## src/rtl/mem_responder.sv

```systemverilog
// mem_responder: word-addressed storage behind the multi-cycle core's memory port.
// Each access takes WAIT_STATES extra cycles and ends with a one-cycle ready pulse.
// Define MEM_RESPONDER_BE_EN to add the byte-enable write port.
module mem_responder #(
  parameter int DEPTH_WORDS = 64,
  parameter int WAIT_STATES = 2
) (
  input  logic        clk,
  input  logic        reset,
  input  logic        req,
  input  logic        we,
  input  logic [31:0] addr,
  input  logic [31:0] wdata,
`ifdef MEM_RESPONDER_BE_EN
  input  logic [3:0]  be,
`endif
  output logic [31:0] rdata,
  output logic        ready,
  output logic        err
);

  localparam int AW = $clog2(DEPTH_WORDS);
  localparam logic [1:0] IDLE = 2'd0;
  localparam logic [1:0] WAIT = 2'd1;
  localparam logic [1:0] RESP = 2'd2;
  localparam logic [3:0] WAIT_LOAD = 4'(WAIT_STATES);

  logic [1:0]    state;
  logic [3:0]    count;
  logic          we_q;
  logic [31:0]   addr_q;
  logic [31:0]   wdata_q;
`ifdef MEM_RESPONDER_BE_EN
  logic [3:0]    be_q;
`endif
  logic [31:0]   mem [DEPTH_WORDS];

  logic          acc_we;
  logic          acc_bad;
  logic          enter_resp;
  logic [31:0]   acc_addr;
  logic [AW-1:0] acc_idx;

  // In IDLE the access decodes straight off the bus so a zero-wait request can respond next cycle.
  always_comb begin
    acc_we   = we_q;
    acc_addr = addr_q;
    if (state == IDLE) begin
      acc_we   = we;
      acc_addr = addr;
    end
    acc_idx    = acc_addr[AW+1:2];
    acc_bad    = (acc_addr[1:0] != 2'b00) || (acc_addr[31:AW+2] != '0);
    enter_resp = ((state == IDLE) && req && (WAIT_STATES == 0)) ||
                 ((state == WAIT) && (count == 4'd1));
  end

  always_ff @(posedge clk or negedge reset) begin
    if (!reset) begin
      state   <= IDLE;
      count   <= 4'd0;
      we_q    <= 1'b0;
      addr_q  <= 32'd0;
      wdata_q <= 32'd0;
`ifdef MEM_RESPONDER_BE_EN
      be_q    <= 4'd0;
`endif
      ready   <= 1'b0;
      err     <= 1'b0;
      rdata   <= 32'd0;
    end else begin
      ready <= enter_resp;
      err   <= enter_resp && acc_bad;
      if (enter_resp) begin
        if (acc_bad) begin
          rdata <= 32'd0;
        end else if (!acc_we) begin
          rdata <= mem[acc_idx];
        end
      end
      case (state)
        IDLE: begin
          if (req) begin
            we_q    <= we;
            addr_q  <= addr;
            wdata_q <= wdata;
`ifdef MEM_RESPONDER_BE_EN
            be_q    <= be;
`endif
            count   <= WAIT_LOAD;
            state   <= (WAIT_STATES == 0) ? RESP : WAIT;
          end
        end
        WAIT: begin
          count <= count - 4'd1;
          if (count == 4'd1) begin
            state <= RESP;
          end
        end
        RESP:    state <= IDLE;
        default: state <= IDLE;
      endcase
    end
  end

  // The array commits at the edge closing RESP; a reset inside RESP forces IDLE first, so nothing is written.
  always_ff @(posedge clk) begin
    if ((state == RESP) && we_q && !acc_bad) begin
`ifdef MEM_RESPONDER_BE_EN
      for (int b = 0; b < 4; b++) begin
        if (be_q[b]) begin
          mem[acc_idx][8*b +: 8] <= wdata_q[8*b +: 8];
        end
      end
`else
      mem[acc_idx] <= wdata_q;
`endif
    end
  end

endmodule
```

## config.mk

```make
export PLATFORM = sky130hd
export DESIGN_NAME = mem_responder
export DESIGN_NICKNAME = d
export VERILOG_FILES = /design/src/rtl/mem_responder.sv
export SDC_FILE = /design/constraint.sdc
export NUM_CORES = 2
export LEC_CHECK = 0
export ABC_AREA = 1
export CAP_MARGIN = 0
export CORE_MARGIN = 2
export CORE_UTILIZATION = 30
export CTS_CLUSTER_SIZE = 40
export DETAILED_ROUTE_END_ITERATION = 6
export SETUP_SLACK_MARGIN = 0.02
export SYNTH_ARGS = -nofsm -noshare
export SYNTH_HDL_FRONTEND = slang
export SYNTH_SLANG_ARGS = --single-unit
```

## constraint.sdc

```tcl
create_clock -name clk -period 8.5 [get_ports clk]
set_input_delay 1.7 -clock clk [delete_from_list [all_inputs] [get_ports clk]]
set_output_delay 1.7 -clock clk [all_outputs]
set_load 0.005 [all_outputs]
```

After elaboration in Yosys (flattened, before gate mapping)
Memory sizes are Yosys's and may differ from the RTL's.
Cells that the tools add are included.
Storage, ports and cells
  bits in registers: 105
  bits in writable memories: 2048
  input port bits: 68
  output and inout bits: 34
  word-level logic and storage cells: 41
  memories: 1
Memory list
  mem: words 64, width 32, rd ports 1, clocked after Yosys merged registers in 0, wr ports 1, line 36  | logic [31:0] mem [DEPTH_WORDS];
Cells by class
  $add $sub $neg: 1
  eq/ne operators: 6
  muxes and demuxes: 11
  reduce and logical (&&, ||, !) cells: 14
Operators with widths (count)
  $mux 32: 3
  $reduce_bool 24->1: 1
  $pmux 4 s2: 1
  $reduce_and 2->1: 4
  $eq 4x1->1 const B: 1
  $logic_and 1x1->1: 4
  $mux 2: 2
  $mux 4: 1
  $ne 2x1->1 const B: 2
  $pmux 2 s2: 1
  $reduce_bool 2->1: 2
  $sub 4x1->4 const B: 1
  $mux 1: 3
  $eq 2x1->1 const B: 1
  $eq 2x2->1 const B: 1
  $logic_not 2->1: 1
  $ne 2x2->1 const B: 1
  $logic_not 1->1: 1
  $logic_or 1x1->1: 1

Longest topological paths before layout
  word-level depth: 8
  gate-level depth with buffers: 17
  mapped depth without buffers: 15

Least setup slack after synthesis
No wires, ideal clock.
  path kind: input to register
  start: input port addr[7]
  end: memory mem[0][0], enable pin
  library setup time: 0.421 ns
  data arrival time: 4.196 ns
  data required time: 8.079 ns
  path slack: 3.883 ns
  cell stages on the path: 8
  buffers on the path: 1
  path through: inv_1 -> nand2_1 -> o21ai_2 -> inv_1 -> nor3_2 -> clkbuf_1 -> inv_1 -> nor2_1
On the way
  longest elaborated chain between the ends: 1
Ends and longest elaborated chain
  from (decl): line 12  | input logic [31:0] addr,
  $mux 32: line 48  | if (state == IDLE) begin
  to (decl): line 36
Every way passes these cells.

Worst setup path in the final report
  start: input port addr[2]
  end: register rdata[28]
On the way
  longest elaborated chain between the ends: 4
Ends and longest elaborated chain
  $mux 32: line 48
  $mem_v2 64x32
  $mux 32: line 77  | end else if (!acc_we) begin
  $mux 32: line 75  | if (acc_bad) begin
  to (signal assigned): line 78  | rdata <= mem[acc_idx];
  to (decl): line 17  | output logic [31:0] rdata,
Every way passes these cells. The select of a mux whose other input is x is not followed.
A chain may end at the register's enable or synchronous reset.

==> results.ini <==
[run_status]
outcome=completed

[power_and_ir_drop]
p_total_mw=37.8
ir_worst_vdd_mv=0.373
p_leak_nw=40.0
powerDensity_nw_per_um2=370

[global_routing]
grt_usage_pct=17.5
antenna_found_initial=16
grt_pass1_vias=55472
grt_remaining_overflow=0
grt_max_degree=196
grt_pass1_wl_um=389000

[clocking]
ctsHoldBuffers=0
cts_buffers=217
htree_levels=4
ctsRootBufferMaster=clkbuf_16
post_cts_resized=0
cts_max_path_buffers=3
cts_sinks=2153
cts_tree=built
postCtsSetupRepairBufs=0
clk_pin_slew_worst_paths_ps=60
clock_latency_ps=870

[synthesis]
synth_top_area_cell=edfxtp_1
synthCells=8290
syn_avg_cell_area_um2=10.8
ys.warnings.count=0
synth_area_leaders=edfxtp_1 (69%), nand2_1 (15%), inv_1 (3.5%), nand3_1 (3.3%), dfrtp_1 (2.9%)
ys_seq_area_share_pct=71.7
synth-seq-cells=2153
synthesis.nets=8360
synthesis.area_um2=89500
synth_top_area_share_pct=68.7
ys_types=34

[min_path]
hp-start=addr_q[12]
hp-class=reg2reg

[finish]
instances_no_fill=12453
num-fill-cells=29241
final_util_pct=34.5
drive_gt1_share_pct=7.16
ff_latch_area_um2=64200
syn_to_final_growth_pct=14.3
mostFrequentLayoutCells=nand2_1 (3,542), edfxtp_1 (2,048), inv_1 (833)
multi_input_area_um2=20900
fin_nets=8391
mostFrequentLayoutCell=nand2_1

[place]
dp.cells=12041
place_hpwl_um=154000
io_buffers=101
gp_congestion=0.908

[route]
antenna_left=0
drc=0
dr_total_vias=59678
drtIter0Drc=7353
avgRoutedWirePerCell_um=21.7
drt_pass1_iterations=6
viasPerCell=4.79
drt-total-wl_um=271000

[timing]
finalHoldViolCount=0
period_share_pct=63.2
worst_slew_pin_slew_ps=1290
rsz0062_at_grt=no
setup_viol=0
holdWs_ps=490
slew_headroom_pct=13.7
max_freq_ghz=0.186
fin_setup_tns_ps=0
skew_ps=47.0
final_max_slew_viol_count=0
fin_crit_ps=5370

[floorplanning]
die_area_um2=303000
chipWidth_um=550
pin_count=102
num_rows=200
die_h_um=550
start_util_pct=30.2
core_area_um2=297000

[setup_path]
endpoint_kind=flop
startpoint_type=input port
r2r_start=state[0]
path_class=in2reg
cp.required_ps=9300
crit_start=addr[2]
critPathArrivalTime_ps=6170
worst-path-max-fanout=119

[run]
drv_cap=0

[state kept, by name (all words and copies together), names as in the netlist]
register	flops
addr_q	32
state	2
we_q	1
rdata	32
count	4
ready	1
mem	2048
wdata_q	32
err	1
[report_power, final]
part           switching, mW  leakage (nW)  internal [mW]  total, mW
Clock                   4.10          3.48           5.47       9.56
Sequential             0.736          19.7           13.4       14.1
Combinational           11.2          16.8           3.00       14.2
Total                   16.0          40.0           21.8       37.8
[Yosys cell counts (all sizes together)]
| cell type | number |
|---|---|
| and2 | 22 |
| buf | 302 |
| nand4 | 125 |
| nand3 | 585 |
| mux2 | 45 |
| o21ai | 222 |
| clkinv | 1 |
| nand2 | 3549 |
| a22oi | 1 |
| or2 | 1 |
| a31oi | 5 |
| a21oi | 40 |
| mux2i | 1 |
| dfrtp | 105 |
| xnor2 | 1 |
| clkbuf | 104 |
| nor3 | 11 |
| ha | 2 |
| nor4 | 1 |
| edfxtp | 2048 |
| inv | 838 |
| nor2 | 281 |
[through the flow]
stage	setup WS [ps]	cell area, um^2
floorplan	3880	89500
global placement	2260	95200
detailed placement	2290	95200
CTS	3200	102000
global route	2910	102000
finish	3130	102000
[worst paths after layout]
kind | slack, ps | end | depth (start not counted)
min in group asynchronous | 970 | wdata_q[31] | 1
worst min register to register | 490 | addr_q[12] | 2
worst min-delay path | 490 | addr_q[12] | 2
worst max-delay path | 3130 | rdata[28] | 15
max in group asynchronous | 6120 | rdata[8] | 2
worst max register to register | 3390 | rdata[28] | 14
[per-layer routing]
layer | routed length (um) | vias to the layer above | GRT usage (%)
met1 | 110000 | 29233 | 23.5
li1 | - | 27249 | -
met2 | 123000 | 2698 | 27.4
met4 | 14200 | 8 | 8.28
met5 | 270 | - | 0.563
met3 | 22700 | 490 | 2.91
[cells by family after synthesis]
group	Yosys count	share of synthesized area, %
compound gates	268	1.53
xor+xnor	1	0.00979
fa+ha+maj	2	0.0280
buf+inv	1245	5.67
flops	2153	71.7
mux	46	0.577
simple gates	4575	20.5
[final cells by class]
cell class              count  area share (%)
diodes                      3         0.00734
clock buffers             303            5.94
clock inverters           106            1.00
inverters                 839            3.08
multi-input cells        4892            20.4
flip-flops and latches   2153            62.7
well taps                3939            4.82
repair buffers            218            1.98
[worst max-delay path, stage by stage]
cell             delay [ps]
clkdlybuf4s50_1         430
inv_1                    80
nand2_1                  90
nand2_4                 430
buf_4                   540
buf_12                  470
buf_4                   740
nand2_1                 130
nand3_1                 130
nand4_1                 130
nand2_1                 110
nand2_1                 130
nor2_1                  610
nand3_1                 140
nand2_1                  90
(Power assumes the default switching activity.)
